### src/rtl/control_sequencer_pkg.sv
// Shared definitions for the hard-wired control sequencer: opcode values,
// FSM state encoding, the strobe bundle and the per-opcode final step.
package control_sequencer_pkg;

   localparam int OPC_W   = 5;
   localparam int ALUOP_W = 5;

   // Opcode field position inside the instruction register
   localparam int IR_OPC_MSB = 31;
   localparam int IR_OPC_LSB = 27;

   localparam logic [OPC_W-1:0] OP_LD   = 5'd0;
   localparam logic [OPC_W-1:0] OP_LDI  = 5'd1;
   localparam logic [OPC_W-1:0] OP_ST   = 5'd2;
   localparam logic [OPC_W-1:0] OP_ADD  = 5'd3;
   localparam logic [OPC_W-1:0] OP_SUB  = 5'd4;
   localparam logic [OPC_W-1:0] OP_AND  = 5'd5;
   localparam logic [OPC_W-1:0] OP_OR   = 5'd6;
   localparam logic [OPC_W-1:0] OP_SHR  = 5'd7;
   localparam logic [OPC_W-1:0] OP_SHL  = 5'd8;
   localparam logic [OPC_W-1:0] OP_ROR  = 5'd9;
   localparam logic [OPC_W-1:0] OP_ROL  = 5'd10;
   localparam logic [OPC_W-1:0] OP_ADDI = 5'd11;
   localparam logic [OPC_W-1:0] OP_ANDI = 5'd12;
   localparam logic [OPC_W-1:0] OP_ORI  = 5'd13;
   localparam logic [OPC_W-1:0] OP_MUL  = 5'd14;
   localparam logic [OPC_W-1:0] OP_DIV  = 5'd15;
   localparam logic [OPC_W-1:0] OP_NEG  = 5'd16;
   localparam logic [OPC_W-1:0] OP_NOT  = 5'd17;
   localparam logic [OPC_W-1:0] OP_BR   = 5'd18;
   localparam logic [OPC_W-1:0] OP_JR   = 5'd19;
   localparam logic [OPC_W-1:0] OP_JAL  = 5'd20;
   localparam logic [OPC_W-1:0] OP_IN   = 5'd21;
   localparam logic [OPC_W-1:0] OP_OUT  = 5'd22;
   localparam logic [OPC_W-1:0] OP_MFHI = 5'd23;
   localparam logic [OPC_W-1:0] OP_MFLO = 5'd24;
   localparam logic [OPC_W-1:0] OP_NOP  = 5'd25;
   localparam logic [OPC_W-1:0] OP_HALT = 5'd26;

   // RST/HALT/WAIT are the only states with Run=0
   typedef enum logic [3:0] {
      S_RST  = 4'd0,
      S_F0   = 4'd1,
      S_F1   = 4'd2,
      S_F2   = 4'd3,
      S_T3   = 4'd4,
      S_T4   = 4'd5,
      S_T5   = 4'd6,
      S_T6   = 4'd7,
      S_T7   = 4'd8,
      S_HALT = 4'd9,
      S_WAIT = 4'd10
   } state_e;

   // Every strobe the sequencer drives, plus the ALU operation code
   typedef struct packed {
      logic               run;
      logic               pc_out;
      logic               inc_pc;
      logic               pc_in;
      logic               mar_in;
      logic               mdr_in;
      logic               mdr_out;
      logic               read;
      logic               write;
      logic               ir_in;
      logic               y_in;
      logic               z_in;
      logic               z_low_out;
      logic               z_high_out;
      logic               hi_in;
      logic               lo_in;
      logic               hi_out;
      logic               lo_out;
      logic               gra;
      logic               grb;
      logic               grc;
      logic               r_in;
      logic               r_out;
      logic               ba_out;
      logic               c_out;
      logic               con_in;
      logic               in_port_out;
      logic               out_port_in;
      logic [ALUOP_W-1:0] alu_op;
   } ctrl_t;

   // Execute step after which the instruction is complete ("done")
   function automatic state_e last_step(input logic [OPC_W-1:0] opc);
      case (opc)
         OP_ADD, OP_SUB, OP_AND, OP_OR, OP_SHR, OP_SHL, OP_ROR, OP_ROL,
         OP_ADDI, OP_ANDI, OP_ORI, OP_LDI: last_step = S_T5;
         OP_LD, OP_ST:                     last_step = S_T7;
         OP_MUL, OP_DIV, OP_BR:            last_step = S_T6;
         OP_NEG, OP_NOT, OP_JAL:           last_step = S_T4;
         default:                          last_step = S_T3;
      endcase
   endfunction

endpackage

### src/rtl/control_sequencer_output_decode.sv
// control_output_decode: purely combinational map from the current FSM state
// (and, during execute, the opcode) to the full strobe bundle.
module control_output_decode
   import control_sequencer_pkg::*;
(
   input  state_e           state,
   input  logic [OPC_W-1:0] opcode,
   input  logic             con_ff,
   output ctrl_t            ctrl
);

   // Strobe decode: one set of strobes per state/opcode step
   always_comb begin
      // NOTE: clearing the whole bundle first means any step not listed below
      // drives zeros instead of inferring a latch on the unassigned fields.
      ctrl     = '0;
      ctrl.run = state inside {S_F0, S_F1, S_F2, S_T3, S_T4, S_T5, S_T6, S_T7};
      case (state)
         S_F0: begin
            ctrl.pc_out = 1'b1; ctrl.mar_in = 1'b1; ctrl.inc_pc = 1'b1; ctrl.z_in = 1'b1;
         end
         S_F1: begin
            ctrl.z_low_out = 1'b1; ctrl.pc_in = 1'b1; ctrl.read = 1'b1; ctrl.mdr_in = 1'b1;
         end
         S_F2: begin
            ctrl.mdr_out = 1'b1; ctrl.ir_in = 1'b1;
         end
         S_T3: begin
            case (opcode)
               OP_ADD, OP_SUB, OP_AND, OP_OR, OP_SHR, OP_SHL, OP_ROR, OP_ROL,
               OP_ADDI, OP_ANDI, OP_ORI: begin
                  ctrl.grb = 1'b1; ctrl.r_out = 1'b1; ctrl.y_in = 1'b1;
               end
               OP_LD, OP_LDI, OP_ST: begin
                  ctrl.grb = 1'b1; ctrl.ba_out = 1'b1; ctrl.y_in = 1'b1;
               end
               OP_MUL, OP_DIV: begin
                  ctrl.gra = 1'b1; ctrl.r_out = 1'b1; ctrl.y_in = 1'b1;
               end
               OP_NEG, OP_NOT: begin
                  ctrl.grb = 1'b1; ctrl.r_out = 1'b1; ctrl.z_in = 1'b1;
                  ctrl.alu_op = ALUOP_W'(opcode);
               end
               OP_BR: begin
                  ctrl.gra = 1'b1; ctrl.r_out = 1'b1; ctrl.con_in = 1'b1;
               end
               OP_JR: begin
                  ctrl.gra = 1'b1; ctrl.r_out = 1'b1; ctrl.pc_in = 1'b1;
               end
               OP_JAL: begin
                  // rb names the link register that receives the return PC
                  ctrl.pc_out = 1'b1; ctrl.grb = 1'b1; ctrl.r_in = 1'b1;
               end
               OP_IN: begin
                  ctrl.in_port_out = 1'b1; ctrl.gra = 1'b1; ctrl.r_in = 1'b1;
               end
               OP_OUT: begin
                  ctrl.gra = 1'b1; ctrl.r_out = 1'b1; ctrl.out_port_in = 1'b1;
               end
               OP_MFHI: begin
                  ctrl.hi_out = 1'b1; ctrl.gra = 1'b1; ctrl.r_in = 1'b1;
               end
               OP_MFLO: begin
                  ctrl.lo_out = 1'b1; ctrl.gra = 1'b1; ctrl.r_in = 1'b1;
               end
               OP_NOP, OP_HALT: ;
               default: ;
            endcase
         end
         S_T4: begin
            case (opcode)
               OP_ADD, OP_SUB, OP_AND, OP_OR, OP_SHR, OP_SHL, OP_ROR, OP_ROL: begin
                  ctrl.grc = 1'b1; ctrl.r_out = 1'b1; ctrl.z_in = 1'b1;
                  ctrl.alu_op = ALUOP_W'(opcode);
               end
               OP_ADDI, OP_LD, OP_LDI, OP_ST: begin
                  ctrl.c_out = 1'b1; ctrl.z_in = 1'b1; ctrl.alu_op = ALUOP_W'(OP_ADD);
               end
               OP_ANDI: begin
                  ctrl.c_out = 1'b1; ctrl.z_in = 1'b1; ctrl.alu_op = ALUOP_W'(OP_AND);
               end
               OP_ORI: begin
                  ctrl.c_out = 1'b1; ctrl.z_in = 1'b1; ctrl.alu_op = ALUOP_W'(OP_OR);
               end
               OP_MUL, OP_DIV: begin
                  ctrl.grb = 1'b1; ctrl.r_out = 1'b1; ctrl.z_in = 1'b1;
                  ctrl.alu_op = ALUOP_W'(opcode);
               end
               OP_NEG, OP_NOT: begin
                  ctrl.z_low_out = 1'b1; ctrl.gra = 1'b1; ctrl.r_in = 1'b1;
               end
               OP_BR: begin
                  ctrl.pc_out = 1'b1; ctrl.y_in = 1'b1;
               end
               OP_JAL: begin
                  ctrl.gra = 1'b1; ctrl.r_out = 1'b1; ctrl.pc_in = 1'b1;
               end
               default: ;
            endcase
         end
         S_T5: begin
            case (opcode)
               OP_ADD, OP_SUB, OP_AND, OP_OR, OP_SHR, OP_SHL, OP_ROR, OP_ROL,
               OP_ADDI, OP_ANDI, OP_ORI, OP_LDI: begin
                  ctrl.z_low_out = 1'b1; ctrl.gra = 1'b1; ctrl.r_in = 1'b1;
               end
               OP_LD, OP_ST: begin
                  ctrl.z_low_out = 1'b1; ctrl.mar_in = 1'b1;
               end
               OP_MUL, OP_DIV: begin
                  ctrl.z_low_out = 1'b1; ctrl.lo_in = 1'b1;
               end
               OP_BR: begin
                  ctrl.c_out = 1'b1; ctrl.z_in = 1'b1; ctrl.alu_op = ALUOP_W'(OP_ADD);
               end
               default: ;
            endcase
         end
         S_T6: begin
            case (opcode)
               OP_LD: begin
                  ctrl.read = 1'b1; ctrl.mdr_in = 1'b1;
               end
               OP_ST: begin
                  // MDR is loaded from the register bus, not from memory
                  ctrl.gra = 1'b1; ctrl.r_out = 1'b1; ctrl.mdr_in = 1'b1;
               end
               OP_MUL, OP_DIV: begin
                  ctrl.z_high_out = 1'b1; ctrl.hi_in = 1'b1;
               end
               OP_BR: begin
                  ctrl.z_low_out = con_ff; ctrl.pc_in = con_ff;
               end
               default: ;
            endcase
         end
         S_T7: begin
            case (opcode)
               OP_LD: begin
                  ctrl.mdr_out = 1'b1; ctrl.gra = 1'b1; ctrl.r_in = 1'b1;
               end
               OP_ST: ctrl.write = 1'b1;
               default: ;
            endcase
         end
         default: ;
      endcase
   end

endmodule

### src/rtl/control_sequencer.sv
// control_sequencer: Moore FSM that sequences fetch (F0-F2) and per-opcode
// execute (T3-T7) for the RISC datapath. Holds the state register and the
// next-state logic; strobe decode lives in control_output_decode.
// Build option: define SINGLE_STEP_EN to add the step input and a WAIT state
// entered after every completed instruction.
module control_sequencer
   import control_sequencer_pkg::*;
(
   input  logic        clock,
   input  logic        reset,
   input  logic [31:0] IR,
   input  logic        CON_FF,
   input  logic        stop,
`ifdef SINGLE_STEP_EN
   input  logic        step,
`endif
   output logic        Run,
   output logic        PCout,
   output logic        IncPC,
   output logic        PCin,
   output logic        MARin,
   output logic        MDRin,
   output logic        MDRout,
   output logic        Read,
   output logic        Write,
   output logic        IRin,
   output logic        Yin,
   output logic        Zin,
   output logic        Zlowout,
   output logic        Zhighout,
   output logic        HIin,
   output logic        LOin,
   output logic        HIout,
   output logic        LOout,
   output logic        Gra,
   output logic        Grb,
   output logic        Grc,
   output logic        Rin,
   output logic        Rout,
   output logic        BAout,
   output logic        Cout,
   output logic        CONin,
   output logic        InPortout,
   output logic        OutPortin,
   output logic [ALUOP_W-1:0] alu_op
);

   state_e           state_q, state_d;
   state_e           done_state;
   logic [OPC_W-1:0] opcode;
   logic             unused_ir;
   ctrl_t            ctrl;

   assign opcode    = IR[IR_OPC_MSB:IR_OPC_LSB];
   assign unused_ir = ^IR[IR_OPC_LSB-1:0];

   // State register with synchronous reset into RST
   always_ff @(posedge clock) begin
      // NOTE: non-blocking assignment so every flop samples pre-edge values.
      if (reset) state_q <= S_RST;
      else       state_q <= state_d;
   end

`ifdef SINGLE_STEP_EN
   logic step_q, step_d, step_prev_q, step_prev_d, step_rise;

   // Step input register and its one-cycle-delayed copy for edge detection
   always_comb begin
      step_d      = step;
      step_prev_d = step_q;
   end

   // Step edge-detect flops
   always_ff @(posedge clock) begin
      if (reset) begin
         step_q      <= 1'b0;
         step_prev_q <= 1'b0;
      end else begin
         step_q      <= step_d;
         step_prev_q <= step_prev_d;
      end
   end

   assign step_rise  = step_q & ~step_prev_q;
   assign done_state = S_WAIT;
`else
   assign done_state = S_F0;
`endif

   // Next-state: fixed fetch, per-opcode execute length, stop at boundary
   always_comb begin
      state_d = state_q;
      case (state_q)
         S_RST: state_d = S_F0;
         S_F0:  state_d = S_F1;
         S_F1:  state_d = S_F2;
         S_F2:  state_d = S_T3;
         S_T3, S_T4, S_T5, S_T6, S_T7: begin
            if (opcode == OP_HALT) begin
               state_d = S_HALT;
            end else if (state_q == last_step(opcode)) begin
               state_d = stop ? S_HALT : done_state;
            end else begin
               case (state_q)
                  S_T3:    state_d = S_T4;
                  S_T4:    state_d = S_T5;
                  S_T5:    state_d = S_T6;
                  S_T6:    state_d = S_T7;
                  default: state_d = S_F0;
               endcase
            end
         end
         S_HALT: state_d = S_HALT;
`ifdef SINGLE_STEP_EN
         S_WAIT: begin
            if (stop)           state_d = S_HALT;
            else if (step_rise) state_d = S_F0;
         end
`endif
         default: state_d = S_RST;
      endcase
   end

   control_output_decode u_decode (
      .state  (state_q),
      .opcode (opcode),
      .con_ff (CON_FF),
      .ctrl   (ctrl)
   );

   // Output mapping from the decoded bundle onto the named strobe ports
   always_comb begin
      Run       = ctrl.run;
      PCout     = ctrl.pc_out;
      IncPC     = ctrl.inc_pc;
      PCin      = ctrl.pc_in;
      MARin     = ctrl.mar_in;
      MDRin     = ctrl.mdr_in;
      MDRout    = ctrl.mdr_out;
      Read      = ctrl.read;
      Write     = ctrl.write;
      IRin      = ctrl.ir_in;
      Yin       = ctrl.y_in;
      Zin       = ctrl.z_in;
      Zlowout   = ctrl.z_low_out;
      Zhighout  = ctrl.z_high_out;
      HIin      = ctrl.hi_in;
      LOin      = ctrl.lo_in;
      HIout     = ctrl.hi_out;
      LOout     = ctrl.lo_out;
      Gra       = ctrl.gra;
      Grb       = ctrl.grb;
      Grc       = ctrl.grc;
      Rin       = ctrl.r_in;
      Rout      = ctrl.r_out;
      BAout     = ctrl.ba_out;
      Cout      = ctrl.c_out;
      CONin     = ctrl.con_in;
      InPortout = ctrl.in_port_out;
      OutPortin = ctrl.out_port_in;
      alu_op    = ctrl.alu_op;
   end

endmodule
### config.mk
export PLATFORM = sky130hd
export DESIGN_NAME = control_sequencer
export DESIGN_NICKNAME = d
export VERILOG_FILES = /design/src/rtl/control_sequencer_pkg.sv /design/src/rtl/control_sequencer_output_decode.sv /design/src/rtl/control_sequencer.sv
export SDC_FILE = /design/constraint.sdc
export NUM_CORES = 1
export LEC_CHECK = 0
export CAP_MARGIN = 20
export CORE_ASPECT_RATIO = 1.2
export CORE_MARGIN = 10
export CORE_UTILIZATION = 29
export CTS_BUF_LIST = sky130_fd_sc_hd__clkbuf_8 sky130_fd_sc_hd__clkbuf_16
export DETAILED_ROUTE_END_ITERATION = 8
export PLACE_DENSITY_LB_ADDON = 0.25
export SLEW_MARGIN = 40
export SYNTH_ARGS = -nofsm -noshare
export SYNTH_HDL_FRONTEND = slang
export SYNTH_SLANG_ARGS = --single-unit
### constraint.sdc
create_clock -name clock -period 2.7 [get_ports clock]
set_input_delay 0.54 -clock clock [delete_from_list [all_inputs] [get_ports clock]]
set_output_delay 0.54 -clock clock [all_outputs]
set_load 0.05 [all_outputs]
==> impl_metrics.csv <==
group,metric,value,unit
pwr,p_sw_share,43.5,%
critical_path,cp_common_cell,"buf_4",
critical_path,critPathKind,"in2out",
cells_and_area,reg_top3,"state_q x4",
logic_synthesis,synthesis.nets,219,
floorplanning,initial_utilization,30.0,%
pwr,p_total,607,uW
pwr,power_frac_comb,67.8,%
clock_tree,clkLatencyLatePin,0.22,ns
grt,grt_pass1_vias,1720,
cells_and_area,largest_register_ffs,4,
clock_tree,clk_path_buf_depth,2,
pwr,p_per_area,253,mW/mm2
sta,hold_viol_final,0,
logic_synthesis,ys_ff_latch,4,
critical_path,crit_path_start_kind,"primary input",
cells_and_area,multi_input_area,0.00105,mm2
sta,skew,0.00317,ns
sta,worst_pin_slew,0.440,ns
grt,grt_use_total,15.7,%
sta,rsz0062_at_grt,"yes",
floorplanning,core.rowCount,24,
cells_and_area,final_core_util,66.7,%
critical_path,max_stage_delay,0.29,ns
detailed_routing,drtIter0Drc,160,
logic_synthesis,avgSynthCellArea,5.91,um2
critical_path,worst-endpoint-arrival,2.09,ns
critical_path,worstSetupEndpoint,"alu_op[3]",
cells_and_area,regMostFlops,"state_q",
critical_path,ff2ff_path_depth,7,
floorplanning,dieArea,0.00659,mm2
clock_tree,htreeDepth,1,
clock_tree,cts_buffers,3,
logic_synthesis,synthCells,183,
critical_path,rr_endpoint,"state_q[3]",
sta,slew_viol_final,0,
clock_tree,cts_root_buf,"clkbuf_8",
sta,min_period,2.63,ns
grt,antenna_found_initial,0,
pwr,p_clk_share,21.0,%
critical_path,cpMaxStageDelayCell,"or2_2",
worst_hold_path,worstHoldPathType,"reg2reg",
critical_path,r2r_slack,1.01,ns
detailed_routing,wire_per_inst,16.8,um
critical_path,rr_startpoint,"state_q[3]",
clock_tree,cts_sinks,4,
floorplanning,die_h,86.9,um
logic_synthesis,yosys_most_used_dff,"dfxtp_1",
floorplanning,ioPinCount,69,
clock_tree,hold_buffers,0,
pwr,power.switching,264,uW
cells_and_area,fin_nets,304,
grt,grt_overflow,0,
detailed_routing,vias,1726,
cells_and_area,nFillCells,302,
cells_and_area,layout_common_cells,"buf_4 (60), buf_12 (31), nor2_1 (20)",
cells_and_area,area_growth,122,%
logic_synthesis,synth_area,0.00108,mm2
logic_synthesis,synth_warnings,0,
sta,fmax,380,MHz
cells_and_area,final_common_cell,"buf_4",
detailed_routing,drt_first_pass_iters,4,
logic_synthesis,synthArstFlopShare,0,%
floorplanning,fp.coreArea,0.00360,mm2
detailed_routing,viasPerCell,5.66,
critical_path,worstPathMaxFanout,4,
cells_and_area,drive_gt1_share,48.1,%
sta,fin_crit_sh,97.5,%
pwr,leakage,1.04,nW
pwr,seqPwrFrac,11.2,%
sta,max-slew-margin-rel,70.4,%
critical_path,end_kind,"primary output",
clock_tree,clk_pin_slew,0.03,ns
logic_synthesis,synth_cell_types,48,
detailed_routing,ant_nets,0,
grt,grt_start_max_net_pins,21,
clock_tree,cts_tree,"yes",
grt,grt_pass1_wl,8.29,mm
critical_path,critPathLaunch,"IR[29]",
placement,place_congestion,0.939,
placement,port_buffers,41,
detailed_routing,drc,0,
detailed_routing,postRouteWirelength,5.13,mm
logic_synthesis,synth_enable_flop_cells,0,
logic_synthesis,ys_seq_area_share,7.40,%
run_status,status,"completed",
sta,setup_viol,0,
cells_and_area,n_antenna_cell,0,
critical_path,path_cells,"dlygate4sd2_1 > buf_4 > buf_4 > or2_2 > a21oi_2 > or3_4 > o31ai_1 > and3_1 > buf_12",
placement,hpwl,4.03,mm
floorplanning,dieWidth,75.8,um
flow_run,drv_cap,0,
pwr,internal_power,343,uW
pwr,irDropWorstVdd,0.318,mV
critical_path,crit_required,2.16,ns
cells_and_area,regArea,81.3,um2
per-stage QoR:
stage,std cells,worst slack [ns],hold WS [ns],TNS [ns],instance area (um2)
floorplan,183,-0.514,0.609,-1.74,1140
global placement,295,-0.205,0.635,-2.03,2220
detailed placement,295,-0.230,0.653,-2.25,2220
CTS,304,0.0357,0.657,0,2380
global route,305,-0.0125,0.682,-0.0125,2400
finish,305,0.0685,0.644,0,2400
routing by layer:
| layer | global-route usage (%) | vias to the layer above | wire length (um) |
|---|---|---|---|
| met5 | 0 | - | 0 |
| met4 | 7.45 | 0 | 146 |
| met3 | 2.05 | 14 | 292 |
| met2 | 27.5 | 75 | 2700 |
| met1 | 18.0 | 803 | 1990 |
| li1 | - | 834 | - |
critical path, delay by kind of cell:
family | cells | cell delay (ns)
buf+inv | 4 | 0.69
compound gates | 2 | 0.22
simple gates | 3 | 0.62
Yosys cell counts, drive strengths merged, types with 4 or more instances:
cell type  count  area [um2]
a21oi         13        65.1
and3           4        25.0
buf            9        41.3
clkbuf        13        48.8
dfxtp          4        80.1
nand2         14        52.6
nand2b         9        56.3
nand3          8        40.0
nor2          24        90.1
nor2b          4        25.0
nor3          14        70.1
nor4           4        25.0
o21ai         11        55.1
o22ai          5        31.3
xor2           5        43.8
what timing repair did:
item,in CTS,in global routing
cloned,2,0
gates resized for setup,26,4
setup buffers,4,1
endpoints found under the setup margin,19,4
pin swaps,3,3
power by group through the flow:
stage / Sequential, mW / Clock, mW / Combinational (mW)
floorplan: 0.0674 / 0 / 0.207
global placement: 0.0677 / 0 / 0.388
detailed placement: 0.0680 / 0 / 0.391
CTS: 0.0672 / 0.130 / 0.408
global route: 0.0685 / 0.135 / 0.435
finish: 0.0678 / 0.128 / 0.412
worst min-delay path by stage:
stage | from | to | slack [ns] | cells after the start
CTS | state_q[2] | state_q[2] | 0.66 | 2
floorplan | reset | state_q[3] | 0.61 | 1
global placement | state_q[2] | state_q[2] | 0.64 | 2
detailed placement | state_q[2] | state_q[2] | 0.65 | 2
finish | state_q[2] | state_q[1] | 0.64 | 2
global route | state_q[2] | state_q[1] | 0.68 | 2
kinds of logic after synthesis:
| logic type | Yosys count | synth area share (%) |
|---|---|---|
| AO/OA/AOI/OAI | 49 | 29.1 |
| XOR/XNOR | 6 | 4.86 |
| adder cells (fa/ha/maj) | 1 | 0.925 |
| buffers and inverters | 24 | 9.02 |
| flip-flops | 4 | 7.40 |
| AND/OR/NAND/NOR | 99 | 48.7 |
layout make-up:
type,count,area share [%]
clock buffers,3,1.72
inverters,2,0.312
multi-input cells,155,43.5
flip-flops and latches,4,3.38
well taps,39,2.03
repair buffers,102,49.0
No activity file was read; power rests on OpenSTA's default activity.
